==> src/rtl/tqv_peri_bus_arbiter.sv <==
// Peripheral bus front-end for tinyQV: decodes the CPU peripheral address into slots,
// steers byte-lane strobes to the selected slot and runs the read handshake with a timeout.
module tqv_peri_bus_arbiter #(
   parameter int          NUM_SLOTS      = 16,
   parameter int          SLOT_ADDR_BITS = 6,
   parameter int          ADDR_W         = 11,
   parameter int          TIMEOUT_CYCLES = 255,
   parameter logic [31:0] ERR_DATA       = 32'hBAD0_BAD0
) (
   input  logic                        clk,
   input  logic                        rst_n,
   input  logic [ADDR_W-1:0]           addr_in,
   input  logic [31:0]                 data_in,
   input  logic [1:0]                  data_write_n,
   input  logic [1:0]                  data_read_n,
   input  logic                        data_read_complete,
   output logic [31:0]                 data_out,
   output logic                        data_ready,
   output logic [SLOT_ADDR_BITS-1:0]   slot_address,
   output logic [2*NUM_SLOTS-1:0]      slot_write_n,
   output logic [2*NUM_SLOTS-1:0]      slot_read_n,
   input  logic [32*NUM_SLOTS-1:0]     slot_data,
   input  logic [NUM_SLOTS-1:0]        slot_ready,
   output logic [NUM_SLOTS-1:0]        slot_sel,
   output logic                        timeout_pulse,
   output logic [7:0]                  err_count
);

   localparam int IDX_W      = ADDR_W - SLOT_ADDR_BITS;
   localparam bit TIMEOUT_EN = (TIMEOUT_CYCLES != 0);
   localparam int CNT_W      = TIMEOUT_EN ? $clog2(TIMEOUT_CYCLES + 1) : 1;
   localparam int LAST_I     = TIMEOUT_EN ? TIMEOUT_CYCLES - 1 : 0;
   localparam logic [CNT_W-1:0] CNT_LAST = LAST_I[CNT_W-1:0];

   typedef enum logic [1:0] {
      ST_IDLE,
      ST_WAIT,
      ST_HOLD
   } state_t;

   state_t             state;
   logic [CNT_W-1:0]   wait_cnt;
   logic [IDX_W-1:0]   idx;
   logic               mapped;
   logic               read_req;
   logic               write_req;
   logic [31:0]        sel_data;
   logic               sel_ready;

   // Slots take write data straight off the CPU bus; it is not routed through here.
   logic unused_data_in;
   assign unused_data_in = ^data_in;

   assign idx          = addr_in[ADDR_W-1:SLOT_ADDR_BITS];
   assign mapped       = (32'(idx) < NUM_SLOTS);
   assign slot_address = addr_in[SLOT_ADDR_BITS-1:0];
   assign read_req     = (data_read_n != 2'b11);
   assign write_req    = (data_write_n != 2'b11);
   assign data_ready   = (state == ST_HOLD) | write_req;

   // NOTE: every output of this block gets a default first so no path leaves it unassigned
   // (which would infer a latch).
   always_comb begin
      slot_sel     = '0;
      slot_write_n = '1;
      slot_read_n  = '1;
      sel_data     = '0;
      sel_ready    = 1'b0;
      for (int i = 0; i < NUM_SLOTS; i++) begin
         if (mapped && (idx == IDX_W'(i))) begin
            slot_sel[i]            = 1'b1;
            slot_write_n[2*i +: 2] = data_write_n;
            // HOLD masks the strobe so a slot with read side effects is not read twice.
            slot_read_n[2*i +: 2]  = (state == ST_HOLD) ? 2'b11 : data_read_n;
            sel_data               = slot_data[32*i +: 32];
            sel_ready              = slot_ready[i];
         end
      end
   end

   // NOTE: sequential state uses non-blocking assignments so every register samples
   // pre-edge values regardless of statement order.
   always_ff @(posedge clk or negedge rst_n) begin
      if (!rst_n) begin
         state         <= ST_IDLE;
         data_out      <= '0;
         wait_cnt      <= '0;
         err_count     <= '0;
         timeout_pulse <= 1'b0;
      end else begin
         timeout_pulse <= 1'b0;
         case (state)
            ST_IDLE: begin
               if (read_req) begin
                  if (!mapped) begin
                     data_out <= '0;
                     state    <= ST_HOLD;
                  end else if (sel_ready) begin
                     data_out <= sel_data;
                     state    <= ST_HOLD;
                  end else begin
                     wait_cnt <= '0;
                     state    <= ST_WAIT;
                  end
               end
            end

            ST_WAIT: begin
               if (!read_req) begin
                  state <= ST_IDLE;
               end else if (sel_ready) begin
                  // Ready takes priority over a timeout landing on the same cycle.
                  data_out <= sel_data;
                  state    <= ST_HOLD;
               end else if (TIMEOUT_EN && (wait_cnt == CNT_LAST)) begin
                  data_out      <= ERR_DATA;
                  timeout_pulse <= 1'b1;
                  if (err_count != 8'hFF) begin
                     err_count <= err_count + 8'd1;
                  end
                  state <= ST_HOLD;
               end else if (wait_cnt != '1) begin
                  wait_cnt <= wait_cnt + 1'b1;
               end
            end

            ST_HOLD: begin
               if (data_read_complete || !read_req) begin
                  state <= ST_IDLE;
               end
            end

            default: state <= ST_IDLE;
         endcase
      end
   end

endmodule
==> config.mk <==
export PLATFORM = sky130hd
export DESIGN_NAME = tqv_peri_bus_arbiter
export DESIGN_NICKNAME = d
export VERILOG_FILES = /design/src/rtl/tqv_peri_bus_arbiter.sv
export SDC_FILE = /design/constraint.sdc
export NUM_CORES = 1
export LEC_CHECK = 0
export CAP_MARGIN = 25
export CORE_AREA = 2 2 271 273
export DETAILED_ROUTE_END_ITERATION = 10
export DIE_AREA = 0 0 273 275
export PLACE_DENSITY = 0.37
export SYNTH_ARGS = -nofsm -noshare
export SYNTH_HDL_FRONTEND = slang
export SYNTH_SLANG_ARGS = --single-unit
export TNS_END_PERCENT = 30
==> constraint.sdc <==
create_clock -name clk -period 4.07 [get_ports clk]
set_clock_uncertainty 0.05 [all_clocks]
set_input_delay 1.0175 -clock clk [delete_from_list [all_inputs] [get_ports clk]]
set_output_delay 1.0175 -clock clk [all_outputs]
set_load 0.03 [all_outputs]
==> metrics.txt <==
Chip Height approximately 280 um; clock-pin slew on the worst setup and hold paths ~0.070 ns; Cells after Synth ~1000; static leakage power 6.26 nW; count of input and output buffers 661; IO Count about 710; fraction of layout cells with a size suffix above 1 0.181; worst-case reg-to-reg path depth 11; number of rows in the core area 99; H-tree depth 2; Initial DRT Pass Iterations 5; commonest non-fill, non-tap cell in the layout sky130_fd_sc_hd__clkdlybuf4s50_1; highest clock frequency the design can meet between 200 and 250 MHz; clock buffer count from CTS 5; final-report setup violation count 0; commonest cells after routing, fill and taps aside sky130_fd_sc_hd__clkdlybuf4s50_1, sky130_fd_sc_hd__buf_4, sky130_fd_sc_hd__nand2_1; sink of the worst hold path data_out[21]$_DFFE_PN0P_; pin count of the biggest net entering global routing 39; cell area after synthesis a little over 7000 um2; DR iter-0 viols between 800 and 900; total clock sinks slightly above 50; required time reported for the critical path endpoint ~3.0 ns; category of the critical setup timing path primary input to output port; setup fix buffers added after clock tree synthesis 0; origin of the critical flop-to-flop path state[0]$_DFFE_PN0P_; clk buf depth 2; Critical Path Max Stage Delay approximately 0.45 ns; clock latency on the worst-skew pair 0.30 ns; cell taking the most area after synthesis sky130_fd_sc_hd__dfrtp_1; DRC violation count after routing 0; portion of synthesized cell area occupied by the leading cell type 0.177; chip width between 200 and 300 um; status completed; syn nets between 1500 and 2000; placer congestion estimate roughly 0.87; HP Start data_out[21]$_DFFE_PN0P_; arrival time worst endpoint 2.97 ns; maximum vdd ir drop between 150 and 200 uV; crit share post-route 0.992; CTS tree yes; half-perimeter wire length of the detailed placement result approximately 70000 um; CP startpoint kind primary input; RSZ-0062 raised after global routing true; cells along the critical path clkdlybuf4s50_1 -> buf_4 -> or3b_1 -> buf_12 -> or3_1 -> dlygate4sd2_1; via total after detailed routing roughly 12000; mean instance size in the synthesized netlist about 7.1 um2; dominant synthesized flop cell sky130_fd_sc_hd__dfrtp_1; placed cells 2752; slowest CP cell sky130_fd_sc_hd__clkdlybuf4s50_1; max capacitance violation total 0; reg2reg end data_out[28]$_DFFE_PN0P_; cell types occupying the most area after synthesis sky130_fd_sc_hd__dfrtp_1, sky130_fd_sc_hd__a21oi_1, sky130_fd_sc_hd__o21ai_0, sky130_fd_sc_hd__nand2_1, sky130_fd_sc_hd__a22oi_1; count of final max-slew check failures 0; min setup slack post-route around 0.032 ns; maximum fanout along the worst path 14; global-route total usage across every layer 0.206; number of different library cells in the post-synthesis netlist 78; async set or reset register ratio after synthesis 1.00; Yosys reg bits a little over 50; starting density of the core 0.0996; Hold Path Depth 2; vias in the first global route 12700; post-place setup slack -0.401 ns; buffer type at the clock tree root sky130_fd_sc_hd__clkbuf_16; floorplan die area 75100 um2; reg2reg setup slack approximately 1.2 ns; proportion of synthesized chip area in sequential cells 0.177; initial antenna violation count 21; Hold Fails Final Rpt 0; yosys synthesis warning count 0; core footprint 72300 um2; count of flip-flops with a built-in enable after synthesis 0; DRT Wirelength about 82000 um; total power after layout 3.90 mW; Area Growth Syn to Fin 132%; routed vias/inst 4.39; Worst-Margin Slew approximately 0.88 ns; type of element capturing the critical path output port; Final min period between 4 and 5 ns; routed wirelength normalized by instance count a little under 30 um; final layout net count 2381; Total Neg Setup Slack 0 ns; remaining number of nets flagged by the antenna check after routing 0; sum of overflow across all layers after global routing 0; wire length of the first global-routing pass between 100000 and 150000 um; type of the tightest min-delay check register to register; Slew headroom 0.411; power per cell area 233 nW/um2; post-route core utilization 0.231; post-route non-filler standard cell count ~2800
[flip-flops by register name (all words and copies together), names as in the netlist]
name,count
data_out,32
state,2
err_count,8
timeout_pulse,1
wait_cnt,8
[cells in the mapped netlist (9+ instances only)]
| cell | n |
|---|---|
| sky130_fd_sc_hd__o22ai_1 | 45 |
| sky130_fd_sc_hd__or3_1 | 34 |
| sky130_fd_sc_hd__nand4_1 | 11 |
| sky130_fd_sc_hd__xnor2_1 | 11 |
| sky130_fd_sc_hd__nand2_1 | 108 |
| sky130_fd_sc_hd__dfrtp_1 | 51 |
| sky130_fd_sc_hd__mux2i_1 | 27 |
| sky130_fd_sc_hd__mux4_2 | 15 |
| sky130_fd_sc_hd__clkbuf_1 | 60 |
| sky130_fd_sc_hd__o31ai_1 | 18 |
| sky130_fd_sc_hd__nand3_1 | 17 |
| sky130_fd_sc_hd__buf_4 | 11 |
| sky130_fd_sc_hd__nor3_1 | 16 |
| sky130_fd_sc_hd__inv_1 | 14 |
| sky130_fd_sc_hd__a22oi_1 | 50 |
| sky130_fd_sc_hd__nor2_1 | 100 |
| sky130_fd_sc_hd__o221ai_1 | 14 |
| sky130_fd_sc_hd__nor2b_1 | 11 |
| sky130_fd_sc_hd__buf_2 | 22 |
| sky130_fd_sc_hd__a31oi_1 | 19 |
| sky130_fd_sc_hd__a21oi_1 | 94 |
| sky130_fd_sc_hd__a221oi_1 | 30 |
| sky130_fd_sc_hd__and3_1 | 9 |
| sky130_fd_sc_hd__o21ai_0 | 82 |
[report_power, final]
group          switching, mW  internal, mW
logic                   1.38          1.28
registers              0.109         0.671
clock network          0.212         0.242
total                   1.70          2.19
[worst max-delay path: cells and delay by family]
family | cells | cell delay (ns)
buffers and inverters | 4 | 1.16
and+or+nand+nor | 2 | 0.78
[kinds of logic after synthesis]
family          count (synthesis)  synth area share
fa+ha+maj                       3           0.00521
simple gates                  343             0.225
xor+xnor                       12            0.0146
mux                            47            0.0922
buf+inv                       123            0.0757
compound gates                433             0.410
flops                          51             0.177
[worst max-delay path by stage]
stage / from / end / slack [ns]
CTS: addr_in[8] / slot_read_n[8] / 0.002
finish: addr_in[8] / slot_write_n[11] / 0.03
floorplan: addr_in[10] / slot_read_n[25] / 0.06
global placement: addr_in[10] / data_out[28]$_DFFE_PN0P_ / -0.79
detailed placement: addr_in[9] / slot_read_n[24] / -0.40
global route: addr_in[10] / slot_sel[8] / -0.006
[area by class of cell]
class                           count  area [um2]
Antenna cell                        9        22.5
Timing Repair Buffer              884        8560
Tap cell                          959        1200
Multi-Input combinational cell    838        5460
Fill cell                        8103       55600
Clock buffer                        6         139
Inverter                           20        83.8
Sequential cell                    51        1280
Clock inverter                      1        5.00
[repair_timing]
action                     4_1_cts  5_1_grt
hold buffers                     0        0
resized for setup               66       12
setup endpoints to repair       64       25
pin swaps                        0        2
[per-stage QoR]
step,area [um2],hold slack (ns)
after CTS,16700,0.438
final,16700,0.432
after global routing,16700,0.455
after global placement,16600,0.412
after detailed placement,16600,0.420
after floorplan,7210,0.453
[per-layer routing]
metal,track usage,vias to the layer above,routed length [um]
met5,0,-,87
met2,0.359,610,39000
met1,0.264,5932,35300
li1,-,5512,-
met4,0.0441,14,1570
met3,0.0388,71,5590
(Power assumes the default switching activity.)
